==> src/rtl/vp_pkg.sv <==
// Shared vector-processor package.
// Holds the result-writer state encoding and the BRAM byte-enable patterns.
// The BRAM byte-enable patterns are shared with the fetch path, so both
// masters drive the muxed port with identical encodings.
package vp_pkg;

  typedef enum logic [1:0] {
    IDLE,
    WRITE,
    DONE
  } rw_state_t;

  localparam logic [3:0] BRAM_WE_ALL  = 4'b1111;
  localparam logic [3:0] BRAM_WE_NONE = 4'b0000;

endpackage

==> src/rtl/result_writer_if.sv <==
// Result-vector handshake between the PE array and the result writer.
//   in_valid  producer -> writer  result vector available
//   in_ready  writer -> producer  writer accepts a vector this cycle
//   in_data   producer -> writer  element i at [i*wordSize +: wordSize]
//   in_row    producer -> writer  destination row of the vector
// master = PE array side, slave = result writer side.
interface result_writer_if #(
  parameter int NoOfElem = 16,
  parameter int wordSize = 32,
  parameter int ROWS     = 16
);
  localparam int ROW_W = (ROWS > 1) ? $clog2(ROWS) : 1;

  logic                         in_valid;
  logic                         in_ready;
  logic [NoOfElem*wordSize-1:0] in_data;
  logic [ROW_W-1:0]             in_row;

  modport master (output in_valid, output in_data, output in_row, input in_ready);
  modport slave  (input in_valid, input in_data, input in_row, output in_ready);

endinterface

==> src/rtl/result_writer.sv <==
// Result writer: drains one result vector per handshake into the shared BRAM,
// one word per cycle, at word address RESULT_BASE + row*NoOfElem + i, and
// raises all_done once ROWS rows have been written.
// Ports:
//   clk, RESET      clock, synchronous active-high reset
//   in_if           result-vector handshake (slave side)
//   clear           acknowledge all_done and rearm (only honoured in DONE)
//   bram_en/we      BRAM port enable and byte write enables
//   bram_addr_byte  byte address {word_addr, 2'b00}
//   bram_wdata      word being written
//   busy            high while in WRITE
//   row_done        one-cycle pulse after the last word of a row
//   all_done        level, ROWS rows written
module result_writer
  import vp_pkg::*;
#(
  parameter int                  NoOfElem    = 16,
  parameter int                  wordSize    = 32,
  parameter int                  memDepth    = 30,
  parameter int                  ROWS        = 16,
  parameter logic [memDepth-1:0] RESULT_BASE = memDepth'('h100)
) (
  input  logic                  clk,
  input  logic                  RESET,
  result_writer_if.slave        in_if,
  input  logic                  clear,
  output logic                  bram_en,
  output logic [3:0]            bram_we,
  output logic [memDepth+1:0]   bram_addr_byte,
  output logic [wordSize-1:0]   bram_wdata,
  output logic                  busy,
  output logic                  row_done,
  output logic                  all_done
);

  localparam int IDX_W  = (NoOfElem > 1) ? $clog2(NoOfElem) : 1;
  localparam int ROW_W  = (ROWS > 1) ? $clog2(ROWS) : 1;
  localparam int RCNT_W = $clog2(ROWS) + 1;
  localparam logic [IDX_W-1:0]  LAST_IDX = IDX_W'(NoOfElem - 1);
  localparam logic [RCNT_W-1:0] ROWS_C   = RCNT_W'(ROWS);

  rw_state_t                    state;
  logic [IDX_W-1:0]             idx;
  logic [RCNT_W-1:0]            rows;
  logic [ROW_W-1:0]             row_r;
  logic [NoOfElem*wordSize-1:0] vec_r;

  logic             last_word;
  logic             job_full;
  logic             accept;
  logic [IDX_W-1:0] idx_nxt;

  // Address arithmetic is done in memDepth bits so it wraps at the top of BRAM.
  function automatic logic [memDepth-1:0] word_addr(input logic [ROW_W-1:0] row,
                                                    input logic [IDX_W-1:0] i);
    return RESULT_BASE + memDepth'(row) * memDepth'(NoOfElem) + memDepth'(i);
  endfunction

  assign last_word = (state == WRITE) && (idx == LAST_IDX);
  assign job_full  = (rows + 1'b1) == ROWS_C;
  assign idx_nxt   = idx + 1'b1;

  // Ready in IDLE, and in the final write cycle unless this row completes the job,
  // which gives zero-bubble back-to-back rows.
  assign in_if.in_ready = (state == IDLE) || (last_word && !job_full);
  assign accept         = in_if.in_valid && in_if.in_ready;
  assign busy           = (state == WRITE);

  // Capture stage: the vector is held for the whole row so the producer may move on.
  always_ff @(posedge clk) begin
    if (accept) begin
      vec_r <= in_if.in_data;
      row_r <= in_if.in_row;
    end
  end

  // Write stage: BRAM outputs are registered one cycle ahead of the word they carry.
  always_ff @(posedge clk) begin
    if (RESET) begin
      state          <= IDLE;
      idx            <= '0;
      rows           <= '0;
      bram_en        <= 1'b0;
      bram_we        <= BRAM_WE_NONE;
      bram_addr_byte <= '0;
      bram_wdata     <= '0;
      row_done       <= 1'b0;
      all_done       <= 1'b0;
    end else begin
      row_done <= 1'b0;
      case (state)
        IDLE: begin
          if (accept) begin
            state          <= WRITE;
            idx            <= '0;
            bram_en        <= 1'b1;
            bram_we        <= BRAM_WE_ALL;
            bram_addr_byte <= {word_addr(in_if.in_row, '0), 2'b00};
            bram_wdata     <= in_if.in_data[wordSize-1:0];
          end
        end
        WRITE: begin
          if (!last_word) begin
            idx            <= idx_nxt;
            bram_addr_byte <= {word_addr(row_r, idx_nxt), 2'b00};
            bram_wdata     <= vec_r[int'(idx_nxt)*wordSize +: wordSize];
          end else begin
            rows     <= rows + 1'b1;
            row_done <= 1'b1;
            if (job_full) begin
              state    <= DONE;
              all_done <= 1'b1;
              bram_en  <= 1'b0;
              bram_we  <= BRAM_WE_NONE;
            end else if (accept) begin
              idx            <= '0;
              bram_addr_byte <= {word_addr(in_if.in_row, '0), 2'b00};
              bram_wdata     <= in_if.in_data[wordSize-1:0];
            end else begin
              state   <= IDLE;
              bram_en <= 1'b0;
              bram_we <= BRAM_WE_NONE;
            end
          end
        end
        DONE: begin
          if (clear) begin
            state    <= IDLE;
            rows     <= '0;
            all_done <= 1'b0;
          end
        end
        default: state <= IDLE;
      endcase
    end
  end

endmodule

==> src/flat_wrapper.sv <==
// flat-port wrapper written by rule: the top's interface ports become plain ports
module result_writer_flat import vp_pkg::*;
#(
  parameter int                  NoOfElem    = 16,
  parameter int                  wordSize    = 32,
  parameter int                  memDepth    = 30,
  parameter int                  ROWS        = 16,
  parameter logic [memDepth-1:0] RESULT_BASE = memDepth'('h100)
)
  (clk, RESET, clear, bram_en, bram_we, bram_addr_byte, bram_wdata, busy, row_done, all_done, in_if_in_valid, in_if_in_data, in_if_in_row, in_if_in_ready);
  result_writer_if #(.NoOfElem(NoOfElem), .wordSize(wordSize), .ROWS(ROWS)) in_if_i ();
  input  logic clk;
  input  logic RESET;
  input  logic clear;
  output logic bram_en;
  output logic [3:0] bram_we;
  output logic [memDepth+1:0] bram_addr_byte;
  output logic [wordSize-1:0] bram_wdata;
  output logic busy;
  output logic row_done;
  output logic all_done;
  input wire logic [$bits(in_if_i.in_valid)-1:0] in_if_in_valid;
  input wire logic [$bits(in_if_i.in_data)-1:0] in_if_in_data;
  input wire logic [$bits(in_if_i.in_row)-1:0] in_if_in_row;
  output wire logic [$bits(in_if_i.in_ready)-1:0] in_if_in_ready;
  assign in_if_i.in_valid = in_if_in_valid;
  assign in_if_i.in_data = in_if_in_data;
  assign in_if_i.in_row = in_if_in_row;
  assign in_if_in_ready = in_if_i.in_ready;
  result_writer #(.NoOfElem(NoOfElem), .wordSize(wordSize), .memDepth(memDepth), .ROWS(ROWS), .RESULT_BASE(RESULT_BASE)) u_core (.clk(clk), .RESET(RESET), .in_if(in_if_i), .clear(clear), .bram_en(bram_en), .bram_we(bram_we), .bram_addr_byte(bram_addr_byte), .bram_wdata(bram_wdata), .busy(busy), .row_done(row_done), .all_done(all_done));
endmodule
==> config.mk <==
export PLATFORM = sky130hd
export DESIGN_NAME = result_writer_flat
export DESIGN_NICKNAME = d
export VERILOG_FILES = /design/src/rtl/vp_pkg.sv /design/src/rtl/result_writer_if.sv /design/src/rtl/result_writer.sv /design/src/flat_wrapper.sv
export SDC_FILE = /design/constraint.sdc
export NUM_CORES = 1
export LEC_CHECK = 0
export CAP_MARGIN = 20
export CORE_ASPECT_RATIO = 0.6
export CORE_MARGIN = 2
export CORE_UTILIZATION = 43
export DETAILED_ROUTE_END_ITERATION = 8
export DONT_BUFFER_PORTS = 1
export PLACE_DENSITY = 0.6
export REMOVE_ABC_BUFFERS = 1
export SLEW_MARGIN = 20
export SYNTH_ARGS = -nofsm -noshare
export SYNTH_HDL_FRONTEND = slang
export SYNTH_SLANG_ARGS = --single-unit
==> constraint.sdc <==
create_clock -name clk -period 11.8 [get_ports clk]
set_clock_uncertainty 0.1 [all_clocks]
set_input_delay 1.18 -clock clk [delete_from_list [all_inputs] [get_ports clk]]
set_output_delay 1.18 -clock clk [all_outputs]
set_load 0.01 [all_outputs]
==> flow_summary.toml, run 1 <==
[floorplanning]
rows = 65
design.die.area_um2 = 55800
core_area_um2 = 52900
chipWidth_um = 304
start_util_pct = 43.8
die_y_um = 184
ios = 593

[timing]
tightest_slew_ps = 1080
fmax_mhz = 192
finalCritPeriodShare_pct = 44.1
max-slew-margin-rel_pct = 27.9
rsz0062_at_grt = "false"
setup_viol = 0
hold_slack_ps = 420
fin_crit_ps = 5210
hold_violations = 0
fin_tns_setup_ps = 0
drv_slew = 0
worst_slack_ps = 6590

[placed_design]
routabilityCongestion = 0.801
hpwl_mm = 40.4
pre_cts_ws_ps = 6470
port_buffers = 0

[power]
power.share.clock_pct = 40.2
p_comb_share_pct = 5.8
leakage_uw = 0.00823
p_seq_share_pct = 54.0
ir_drop_mv = 0.122
powerDensity_nw_per_um2 = 178
p_int_uw = 3600
power.switching_uw = 977
switching_share_pct = 21.3

[layout]
layout_common_cells = "edfxtp_1 (516), a21oi_1 (100), mux4_2 (92), dfxtp_1 (76)"
layout_commonest_cell = "edfxtp_1"
drive_gt1_share_pct = 19.9
area_growth_pct = 10.8
final_core_util_pct = 48.5
nets = 1816

[clocking]
cts_resized = 0
postCtsSetupBuffers = 0
htreeDepth = 2
cts_tree = "built"
cts_buffers = 54
clk_path_buf_depth = 3
cts.clk_slew.worst_paths_ps = 70
clkLatencyLatePin_ps = 610
cts.sinks = 594
cts_hold_buf = 0
root_buffer = "clkbuf_16"

[routing]
dr_total_vias = 12166
post_drt_wl_per_cell_um = 29.5
drt_pre_antenna_iters = 7
detail_route.wirelength_mm = 60.5
via_per_inst = 5.93
drc = 0
ant_nets = 0
drt_iter0_markers = 1283

[synth]
syn_area_um2 = 23200
ys_seq_elements = 594
yosysWarnings = 0
synth.yosys.seq_area_share_pct = 73.6
synth.avg_cell_area_um2 = 17.7
ys_types = 54
syn_inst = 1310
synth-edff-count = 516
synth_top_flop_cell = "edfxtp_1"
async_reset_ff_share_pct = 0

[worst_setup_path]
crit_slowest_cell = "buf_4"
critical-path-max-stage-delay_ps = 960
critPathKind = "flip-flop to flip-flop"
endpoint_kind = "flip-flop"
cp_common_cell = "buf_4"
crit_chain = "nand3_1 > a311oi_2 > nor2_4 > buf_4 > inv_8 > buf_4 > buf_4"
cp.required_ps = 11920
cp.arrival_ps = 5320
worstSetupStartpointType = "flip-flop"
critPathMaxFanout = 148

[outcome]
status = "complete, no violations"

[grt]
antenna_found_initial = 14
grt_usage_pct = 21.0
grt_pass1_wl_mm = 85.3
grt_overflow = 0
grt_max_degree = 149
grt_pass1_vias = 11982

[flow_run]
cap_violations = 0

[hold_path]
hold_class = "flip-flop to flip-flop"
registers in the layout, summed over array words and instances (netlist names), 2 cells and up:
signal and count:
u_core.bram_addr_byte 32, u_core.bram_wdata 32, u_core.idx 4, u_core.row_r 4, u_core.rows 5, u_core.state 2, u_core.vec_r 512
power by group through the flow:
stage | registers (µW) | clock network [µW] | logic (µW)
after floorplan | 2550 | 0 | 204
after global placement | 2510 | 0 | 264
after detailed placement | 2520 | 0 | 267
after CTS | 2470 | 1880 | 268
after global routing | 2480 | 1960 | 290
final | 2470 | 1840 | 266
stage by stage:
step / instance area, µm² / cells / power, µW
final: 25700 / 2053 / 4580
after global routing: 25700 / 2052 / 4730
after CTS: 25600 / 2042 / 4620
after detailed placement: 23800 / 1941 / 2780
after global placement: 23800 / 1941 / 2770
after floorplan: 22600 / 1219 / 2750
cell type report:
type	instances	area, µm²
sequential	594	17100
inverter	3	18.8
clock inverter	22	275
tap	703	880
clock buffer	79	1590
fill	4376	27200
timing repair buffer	19	143
antenna	11	27.5
multi-input combinational	622	5660
cell usage after synthesis, types with 3 or more instances:
library cell	count	area share (%)
nor3_1	18	0.39
a21oi_1	100	2.2
nand3_1	45	0.97
nand2_1	52	0.84
o21bai_1	17	0.55
mux4_1	13	1.5
a31oi_1	10	0.27
inv_1	3	0.049
buf_6	8	0.39
nor4_1	31	0.84
mux4_2	92	8.9
dfxtp_1	78	6.7
a2111oi_1	9	0.39
clkbuf_1	46	0.75
a2111oi_2	8	0.52
a31o_2	10	0.38
and2_1	24	0.65
nor2_1	52	0.84
buf_2	15	0.32
nand3b_1	3	0.097
or3_1	4	0.11
buf_1	5	0.081
edfxtp_1	516	67
buf_4	14	0.45
o21ai_0	58	1.3
mux2_2	35	1.7
a31o_1	7	0.26
a211oi_1	3	0.097
nand2b_1	3	0.081
metal layers:
metal | GRT usage, % | wire length (µm) | vias to the layer above
met3 | 6.05 | 5130 | 89
met1 | 28.6 | 24900 | 6217
met5 | 0 | 34 | -
met4 | 7.24 | 1400 | 6
met2 | 32.7 | 29100 | 605
li1 | - | - | 5249
worst paths after layout:
kind	startpoint	endpoint	slack, ps	cells past startpoint
worst max-delay path	u_core.idx[2]	u_core.vec_r[367]	6590	7
worst min-delay path	u_core.bram_addr_byte[26]	u_core.bram_addr_byte[26]	420	1
worst max register to register	u_core.idx[2]	u_core.vec_r[367]	6590	7
worst min register to register	u_core.bram_addr_byte[26]	u_core.bram_addr_byte[26]	420	1
cell families after synthesis:
| family | after synthesis | synth area share (%) |
|---|---|---|
| flops | 594 | 73.6 |
| simple gates | 241 | 5.13 |
| compound gates | 234 | 6.41 |
| mux | 141 | 12.2 |
| buf+inv | 94 | 2.28 |
| xor+xnor | 4 | 0.265 |
| fa+ha+maj | 2 | 0.108 |
critical path: cells and delay by family, from the launching register on:
| kind | cells | cell delay (ps) |
|---|---|---|
| simple gates | 2 | 440 |
| buf+inv | 4 | 2870 |
| flops | 1 | 760 |
| compound gates | 1 | 500 |
Note: power is estimated with default switching activity, not from simulation.
==> inputs of run 2 (changes only) <==
==> constraint.sdc (replaced) <==
create_clock -name clk -period 4.25 [get_ports clk]
set_clock_uncertainty 0.1 [all_clocks]
set_input_delay 0.425 -clock clk [delete_from_list [all_inputs] [get_ports clk]]
set_output_delay 0.425 -clock clk [all_outputs]
set_load 0.01 [all_outputs]
==> run 2 against run 1 <==
  * Synthesized cell count is the same
  * Synthesized area is the same
  * The flow now stops in 4_1_cts
==> flow_summary.toml, run 2 <==
[synth]
synth.yosys.seq_area_share_pct = 73.6
synth_compound_area_share_pct = 6.41
synth-edff-count = 516
synth.avg_cell_area_um2 = 17.7
async_reset_ff_share_pct = 0
yosys-top-cells-area = "edfxtp_1 (67%), mux4_2 (8.9%), dfxtp_1 (6.7%)"
yosysWarnings = 0
synth_xor_area_share_pct = 0.265
synth_top_family_by_area = "multiplexers"
syn_area_um2 = 23200
yosysTopAreaCell = "edfxtp_1"
synth_top_flop_cell = "edfxtp_1"
netlist.area_leader.share_pct = 66.9
synth_most_common_cell = "edfxtp_1"
yosys.area_share.simple_pct = 5.13
syn_inst = 1310
synthMuxAreaShare_pct = 12.2
synth_common_cells = "edfxtp_1 (516), a21oi_1 (100), mux4_2 (92), dfxtp_1 (78), o21ai_0 (58)"
synth_fa_ha_area_share_pct = 0.108
ys_seq_elements = 594
ys_types = 54

[clocking]
root_buffer = "clkbuf_16"
cts_buffers = 54
cts.sinks = 594
postCtsSetupBuffers = 0
cts_hold_buf = 412
clk_path_buf_depth = 3
cts_resized = 0
htreeDepth = 2

[floorplanning]
ios = 593
die_y_um = 184
rows = 65
chipWidth_um = 304
start_util_pct = 43.8

[outcome]
status = "did not finish"
lastStage = "4_1_cts"
error_line = "[ERROR RSZ-0060] Max buffer count reached."

[placed_design]
placement.cell_area_um2 = 24000
hpwl_mm = 41.4
pre_cts_ws_ps = 883
port_buffers = 0
routabilityCongestion = 0.793
## run 2: metrics by stage
| stage | cells | TNS [ps] | hold slack [ps] | utilization (%) |
|---|---|---|---|---|
| 2_1_floorplan | 1219 | -6884530 | 369 | - |
| 3_3_place_gp | 1956 | 0 | 397 | 45.5 |
| 3_5_place_dp | 1956 | 0 | 403 | 45.5 |
## run 2: cells by family after synthesis
group,count (synthesis)
flip-flops,594
AND/OR/NAND/NOR,241
AO/OA/AOI/OAI,234
multiplexers,141
buffers and inverters,94
XOR/XNOR,4
adder cells (fa/ha/maj),2
==> inputs of run 3 (changes only) <==
--- a/config.mk
+++ b/config.mk
@@ -6,12 +6,11 @@
 export NUM_CORES = 1
 export LEC_CHECK = 0
 export CAP_MARGIN = 20
-export CORE_ASPECT_RATIO = 0.6
 export CORE_MARGIN = 2
-export CORE_UTILIZATION = 43
+export CORE_UTILIZATION = 28
 export DETAILED_ROUTE_END_ITERATION = 8
 export DONT_BUFFER_PORTS = 1
-export PLACE_DENSITY = 0.6
+export PLACE_DENSITY_LB_ADDON = 0.15
 export REMOVE_ABC_BUFFERS = 1
 export SLEW_MARGIN = 20
 export SYNTH_ARGS = -nofsm -noshare
==> constraint.sdc (replaced) <==
create_clock -name clk -period 5.5 [get_ports clk]
set_clock_uncertainty 0.1 [all_clocks]
set_input_delay 0.55 -clock clk [delete_from_list [all_inputs] [get_ports clk]]
set_output_delay 0.55 -clock clk [all_outputs]
set_load 0.01 [all_outputs]
==> run 3 against run 2 <==
  * The flow again stops in 4_1_cts
  * Synthesized cell count did not move
  * Synthesized area did not move
==> flow_summary.toml, run 3 <==
[clocking]
cts.sinks = 594
root_buffer = "clkbuf_16"
cts_hold_buf = 491
cts_resized = 0
postCtsSetupBuffers = 0
htreeDepth = 3
cts_buffers = 71
clk_path_buf_depth = 3

[placed_design]
routabilityCongestion = 0.781
placement.cell_area_um2 = 24400
hpwl_mm = 48.7
pre_cts_ws_ps = 1680
port_buffers = 0

[synth]
synth-edff-count = 516
synth_common_cells = "edfxtp_1 (516), a21oi_1 (100), mux4_2 (92), dfxtp_1 (78), o21ai_0 (58)"
synth_top_flop_cell = "edfxtp_1"
yosysTopAreaCell = "edfxtp_1"
syn_area_um2 = 23200
async_reset_ff_share_pct = 0
netlist.area_leader.share_pct = 66.9
yosys-top-cells-area = "edfxtp_1 (67%), mux4_2 (8.9%), dfxtp_1 (6.7%)"
synth.yosys.seq_area_share_pct = 73.6
syn_inst = 1310
ys_types = 54
synth.avg_cell_area_um2 = 17.7
synth_most_common_cell = "edfxtp_1"
ys_seq_elements = 594
yosysWarnings = 0

[floorplanning]
rows = 105
chipWidth_um = 292
start_util_pct = 28.3
ios = 593
die_y_um = 292

[outcome]
lastStage = "4_1_cts"
status = "did not finish"
error_line = "[ERROR RSZ-0060] Max buffer count reached."
-- run 3: cell counts after synthesis --
No cell type changed its count.
-- run 3: cell families after synthesis --
logic type / Yosys count / share of synthesized area [%]
muxes: 141 / 12.2
xor gates and xnor gates: 4 / 0.265
DFF: 594 / 73.6
buffers and inverters: 94 / 2.28
AOI/OAI and AO/OA: 234 / 6.41
and+or+nand+nor: 241 / 5.13
adders and majority gates: 2 / 0.108
-- run 3: metrics by stage --
step,cells,util (%)
after global placement,2318,29.8
after detailed placement,2318,29.8
after floorplan,1219,-
